==> config.mk <==
export PLATFORM = sky130hd
export DESIGN_NAME = qpp_index_gen
export DESIGN_NICKNAME = d
export VERILOG_FILES = /design/src/rtl/qpp_index_gen.sv
export SDC_FILE = /design/constraint.sdc
export NUM_CORES = 1
export LEC_CHECK = 0
export BUFFER_PORTS_ARGS = -buffer_cell sky130_fd_sc_hd__buf_2
export CORE_ASPECT_RATIO = 1.4
export CORE_MARGIN = 2
export CORE_UTILIZATION = 35
export CTS_CLUSTER_DIAMETER = 50
export DETAILED_ROUTE_END_ITERATION = 12
export PLACE_DENSITY_LB_ADDON = 0.3
export SLEW_MARGIN = 0
export SYNTH_ARGS = -nofsm -noshare
export SYNTH_HDL_FRONTEND = slang
export SYNTH_SLANG_ARGS = --single-unit
==> constraint.sdc <==
create_clock -name clk -period 5.4 [get_ports clk]
set_input_delay 0.81 -clock clk [delete_from_list [all_inputs] [get_ports clk]]
set_output_delay 0.81 -clock clk [all_outputs]
set_load 0.05 [all_outputs]
==> src/rtl/qpp_index_gen.sv <==
// qpp_index_gen
//   Generates the quadratic permutation polynomial interleaver sequence
//   pi(i) = (f1*i + f2*i^2) mod K for i = 0 .. K-1, one index per cycle,
//   using only modular additions (no multipliers, no dividers).
//
//   The second-order difference of pi(i) is constant, so two running sums suffice:
//     index(i+1) = index(i) + g(i)   mod K
//     g(i+1)     = g(i)     + d      mod K
//   with g(0) = f1 + f2 mod K and d = 2*f2 mod K.
//
// Ports
//   clk        single clock, rising edge
//   rst_n      asynchronous active-low reset
//   cfg_valid  configuration offered (sampled in IDLE only)
//   cfg_ready  high while IDLE
//   cfg_k      block length K (2 .. 2^K_WIDTH-1)
//   cfg_f1     QPP linear coefficient, must be < K
//   cfg_f2     QPP quadratic coefficient, must be < K
//   abort      synchronous cancel of the running block
//   out_index  pi(i)
//   out_count  i
//   out_valid  beat available
//   out_ready  consumer accepts the beat
//   out_last   beat with i = K-1
//   done       one-cycle pulse after the out_last transfer
//   cfg_err    one-cycle pulse after a rejected configuration
//
// States
//   state    | meaning
//   ST_IDLE  | waiting for a configuration, cfg_ready high
//   ST_RUN   | streaming indices, out_valid high

module qpp_index_gen #(
  parameter int K_WIDTH = 13,
  parameter int F_WIDTH = 10
) (
  input  logic               clk,
  input  logic               rst_n,
  input  logic               cfg_valid,
  output logic               cfg_ready,
  input  logic [K_WIDTH-1:0] cfg_k,
  input  logic [F_WIDTH-1:0] cfg_f1,
  input  logic [F_WIDTH-1:0] cfg_f2,
  input  logic               abort,
  output logic [K_WIDTH-1:0] out_index,
  output logic [K_WIDTH-1:0] out_count,
  output logic               out_valid,
  input  logic               out_ready,
  output logic               out_last,
  output logic               done,
  output logic               cfg_err
);

  localparam logic [0:0] ST_IDLE = 1'b0;
  localparam logic [0:0] ST_RUN  = 1'b1;

  // Common width for comparing coefficients against K regardless of which is wider.
  localparam int CW = (K_WIDTH > F_WIDTH) ? K_WIDTH : F_WIDTH;

  // Modular add for operands already reduced below m: one wide add, one
  // conditional subtract. A sum equal to m folds to zero.
  function automatic logic [K_WIDTH-1:0] mod_add(
    input logic [K_WIDTH-1:0] a,
    input logic [K_WIDTH-1:0] b,
    input logic [K_WIDTH-1:0] m
  );
    logic [K_WIDTH:0] sum;
    sum = {1'b0, a} + {1'b0, b};
    if (sum >= {1'b0, m}) begin
      sum = sum - {1'b0, m};
    end
    return sum[K_WIDTH-1:0];
  endfunction

  logic [0:0]         state_q, state_d;
  logic [K_WIDTH-1:0] k_q, k_d;
  logic [K_WIDTH-1:0] k_m1_q, k_m1_d;
  logic [K_WIDTH-1:0] g_q, g_d;
  logic [K_WIDTH-1:0] dlt_q, dlt_d;
  logic [K_WIDTH-1:0] idx_q, idx_d;
  logic [K_WIDTH-1:0] cnt_q, cnt_d;
  logic               done_q, done_d;
  logic               err_q, err_d;

  logic [CW-1:0]      k_ext;
  logic [CW-1:0]      f1_ext;
  logic [CW-1:0]      f2_ext;
  logic [K_WIDTH-1:0] f1_k;
  logic [K_WIDTH-1:0] f2_k;
  logic               cfg_bad;
  logic               is_last;

  assign k_ext  = CW'(cfg_k);
  assign f1_ext = CW'(cfg_f1);
  assign f2_ext = CW'(cfg_f2);

  // Only meaningful once cfg_bad is clear, at which point both fit in K_WIDTH.
  assign f1_k = f1_ext[K_WIDTH-1:0];
  assign f2_k = f2_ext[K_WIDTH-1:0];

  assign cfg_bad = (cfg_k < K_WIDTH'(2)) || (f1_ext >= k_ext) || (f2_ext >= k_ext);

  // K-1 is stored at accept so the last-beat compare is a plain equality.
  assign is_last = (cnt_q == k_m1_q);

  always_comb begin
    state_d = state_q;
    k_d     = k_q;
    k_m1_d  = k_m1_q;
    g_d     = g_q;
    dlt_d   = dlt_q;
    idx_d   = idx_q;
    cnt_d   = cnt_q;
    done_d  = 1'b0;
    err_d   = 1'b0;

    case (state_q)
      ST_IDLE: begin
        // abort is deliberately ignored here, so a simultaneous cfg_valid wins.
        if (cfg_valid) begin
          if (cfg_bad) begin
            err_d = 1'b1;
          end else begin
            k_d     = cfg_k;
            k_m1_d  = cfg_k - K_WIDTH'(1);
            g_d     = mod_add(f1_k, f2_k, cfg_k);
            dlt_d   = mod_add(f2_k, f2_k, cfg_k);
            idx_d   = '0;
            cnt_d   = '0;
            state_d = ST_RUN;
          end
        end
      end

      ST_RUN: begin
        if (abort) begin
          state_d = ST_IDLE;
        end else if (out_ready) begin
          idx_d = mod_add(idx_q, g_q, k_q);
          g_d   = mod_add(g_q, dlt_q, k_q);
          cnt_d = cnt_q + K_WIDTH'(1);
          if (is_last) begin
            state_d = ST_IDLE;
            done_d  = 1'b1;
          end
        end
      end

      default: begin
        state_d = ST_IDLE;
      end
    endcase
  end

  always_ff @(posedge clk or negedge rst_n) begin
    if (!rst_n) begin
      state_q <= ST_IDLE;
      k_q     <= '0;
      k_m1_q  <= '0;
      g_q     <= '0;
      dlt_q   <= '0;
      idx_q   <= '0;
      cnt_q   <= '0;
      done_q  <= 1'b0;
      err_q   <= 1'b0;
    end else begin
      state_q <= state_d;
      k_q     <= k_d;
      k_m1_q  <= k_m1_d;
      g_q     <= g_d;
      dlt_q   <= dlt_d;
      idx_q   <= idx_d;
      cnt_q   <= cnt_d;
      done_q  <= done_d;
      err_q   <= err_d;
    end
  end

  // Everything below is derived from reset-cleared registers, so outputs
  // reach their reset values as soon as rst_n falls.
  assign cfg_ready = (state_q == ST_IDLE);
  assign out_valid = (state_q == ST_RUN);
  assign out_last  = (state_q == ST_RUN) && is_last;
  assign out_index = idx_q;
  assign out_count = cnt_q;
  assign done      = done_q;
  assign cfg_err   = err_q;

endmodule
==> impl_metrics.json <==
{
  "status": "finished clean",
  "grt_use_met3_pct": 1.958,
  "grt_start_max_net_pins": 59,
  "worstReg2RegStart": "g_q[1]$_DFFE_PN0P_",
  "cp.required_ns": 5.64,
  "cap_violations": 0,
  "grt_busiest_layer": "met2",
  "slew_violations": 0,
  "slowest_stage": "o41ai_1",
  "cts.sinks": 81,
  "chipWidth_um": 132.3,
  "drive_above_1_share_pct": 10.99,
  "crit_start": "cfg_f2[0]",
  "root_buffer": "clkbuf_16",
  "clockBufferDepth": 2,
  "start_kind": "primary input",
  "critical_path.max_stage_delay_ns": 0.49,
  "insertedDiodeCount": 0,
  "p_leak_nw": 4.184,
  "synth_fa_ha_area_share_pct": 18.17,
  "multi_input_area_um2": 5715,
  "rows": 65,
  "io_pins": 69,
  "crit_fanout": 15,
  "worst_pin_slew_ns": 0.8843,
  "synth_top_family_by_area": "compound AO/OA/AOI/OAI gates",
  "cts_made_buffers": 9,
  "rr_worst_depth": 18,
  "gp_congestion": 0.8959,
  "grt_pass1_wl_mm": 38.76,
  "synthCells": 970,
  "period_share_pct": 80.29,
  "wl_per_cell_um": 17.97,
  "max_slew_margin_pct": 40.50,
  "utilization_pct": 40.19,
  "syn_nets": 1121,
  "synth.distinct_cells": 68,
  "seq_area_um2": 2027,
  "critPathCaptureType": "register",
  "synth_top_flop_cell": "dfrtp_1",
  "critPathKind": "primary input to register",
  "cp_common_cell": "o21ai_0",
  "grt_antenna_before_repair": 0,
  "routed_wirelength_mm": 24.04,
  "period_minus_slack_ns": 4.336,
  "cts_tree": "built",
  "clock_latency_ns": 0.35,
  "yosysWarnings": 0,
  "hold_viol": 0,
  "drtAntennaViolNets": 0,
  "ys_seq_area_share_pct": 25.11,
  "synth.largest_area_cell": "dfrtp_1",
  "start_util_pct": 35.70,
  "drc": 0,
  "grt_usage_pct": 20.28,
  "grt_use_met2_pct": 38.74,
  "synth_most_common_cell": "ha_1",
  "synth_xor_area_share_pct": 10.31,
  "worstPathCellList": "buf_2, ha_1, fa_1, a21oi_1, nor2b_1, o31a_1, o41ai_1, o21ai_0, ha_1, inv_1, o21ai_0, o21ai_0, o21ai_1, buf_4, mux2_2, a22oi_1, nand2_1",
  "die_h_um": 183.7,
  "min_path_type": "primary input to async pin",
  "layout.nets": 1183,
  "clock_skew_ns": 0.007277,
  "hold_buffers": 0,
  "synth_compound_area_share_pct": 21.25,
  "setup_viol": 0,
  "synth_seq_cells": 81,
  "tns_ns": 0,
  "power_density_nw_per_um2": 765.6,
  "clk_pin_slew_ns": 0.07,
  "async_reset_ff_share_pct": 100.0,
  "grt_overflow": 0,
  "yosys.area.top_type_share_pct": 25.11,
  "mappedNetlistArea_um2": 8071,
  "synthSimpleGateAreaFrac_pct": 17.47,
  "arrival_ns": 4.57,
  "synth.mux.area_fraction_pct": 3.488,
  "syn_area_per_cell_um2": 8.321,
  "synthTopCellsByCount": "ha_1 (106), o21ai_0 (94), nand2_1 (90), dfrtp_1 (81), nor2_1 (81)",
  "r2r-end": "g_q[1]$_DFFE_PN0P_",
  "syn2layout_area_growth_pct": 12.57,
  "grtUsageMet1_pct": 23.54,
  "rsz0062_at_grt": "no",
  "core-area_um2": 22610,
  "htree_num_levels": 3,
  "dp.final_hpwl_mm": 19.45,
  "routed_via_density": 5.409,
  "cts_resized": 0,
  "ir_worst_vdd_v": 0.0003665,
  "synth_edf_count": 0,
  "reg2reg_slack_ns": 1.14,
  "dr.pass1.iters": 5,
  "post_cts_buffers": 0,
  "via_count": 7237,
  "netlist_top_cells_area": "dfrtp_1 (25%), ha_1 (16%), xnor2_1 (7.5%), o21ai_0 (5.8%), nand2_1 (4.2%)",
  "dieArea_um2": 24310,
  "port_buffers": 68,
  "fillers": 2399,
  "fmax_ghz": 0.2307,
  "grt_pass1_vias": 7327,
  "drt-initial-drc-count": 432
}
==> worst max-delay path, delay by kind of cell <==
kind,cells,cell delay (ns)
muxes,1,0.36
buffers and inverters,3,0.45
and+or+nand+nor,2,0.15
adders and majority gates,3,1.04
AOI/OAI and AO/OA,8,1.77
==> flip-flops by register name, indices dropped and copies added, names as in the netlist, 13 cells and up <==
name / flops
out_count: 13
out_index: 13
dlt_q: 13
g_q: 13
k_m1_q: 13
k_q: 13
==> kinds of logic (layout without fill, tap and decap cells) <==
| logic type | after synthesis | count (layout) |
|---|---|---|
| AND/OR/NAND/NOR | 301 | 301 |
| AO/OA/AOI/OAI | 270 | 270 |
| adder cells (fa/ha/maj) | 113 | 113 |
| XOR/XNOR | 95 | 95 |
| buffers and inverters | 83 | 150 |
| flip-flops | 81 | 81 |
| multiplexers | 27 | 27 |
==> metrics by stage <==
| stage | instance area, um2 | cells | total power [W] | setup WS (ns) | hold WS (ns) |
|---|---|---|---|---|---|
| detailed placement | 8755 | 1322 | 0.006211 | 0.6828 | 0.4705 |
| global route | 9086 | 1338 | 0.007590 | 0.7842 | 0.3872 |
| CTS | 9086 | 1338 | 0.006946 | 1.041 | 0.3771 |
| floorplan | 8071 | 970 | 0.005140 | 1.311 | 0.4473 |
| global placement | 8755 | 1322 | 0.006180 | 0.7279 | 0.4676 |
| finish | 9086 | 1338 | 0.006957 | 1.064 | 0.3663 |
==> how the worst max path moves through the flow <==
stage,end,slack (ns)
6_report,g_q[1]$_DFFE_PN0P_,1.06
5_1_grt,g_q[8]$_DFFE_PN0P_,0.78
4_1_cts,g_q[5]$_DFFE_PN0P_,1.04
3_5_place_dp,g_q[5]$_DFFE_PN0P_,0.68
3_3_place_gp,g_q[5]$_DFFE_PN0P_,0.73
2_1_floorplan,g_q[6]$_DFFE_PN0P_,1.31
==> metal layers <==
metal | vias to the layer above | wire length [um]
met5 | - | 0
met4 | 0 | 594
met3 | 27 | 630
met2 | 130 | 12850
met1 | 3452 | 9968
li1 | 3628 | -
==> cells in the final DEF (no fill, tap or decap), drive strengths merged, types with 13 or more instances in the layout <==
cell / Yosys / final
o21ai: 99 / 99
nand3: 33 / 33
a21oi: 57 / 57
dfrtp: 81 / 81
mux2i: 21 / 21
nor2b: 14 / 14
buf: 14 / 80
ha: 106 / 106
nand2: 90 / 90
xnor2: 69 / 69
nand4: 13 / 13
o21a: 15 / 15
a211oi: 15 / 15
xor2: 26 / 26
nor3: 24 / 24
a21o: 13 / 13
inv: 54 / 58
nor2: 81 / 81
==> power breakdown <==
part	switching (W)	internal [W]
clock network	0.000284	0.000414
registers	0.000169	0.000798
logic	0.00300	0.00229
total	0.00345	0.00351
==> layout make-up <==
| class | count | area share, % |
|---|---|---|
| clock inverters | 7 | 1.170 |
| repair buffers | 80 | 4.765 |
| inverters | 54 | 2.231 |
| flip-flops and latches | 81 | 22.31 |
| multi-input cells | 806 | 62.90 |
| well taps | 301 | 4.145 |
| clock buffers | 9 | 2.479 |
(Power assumes the default switching activity.)
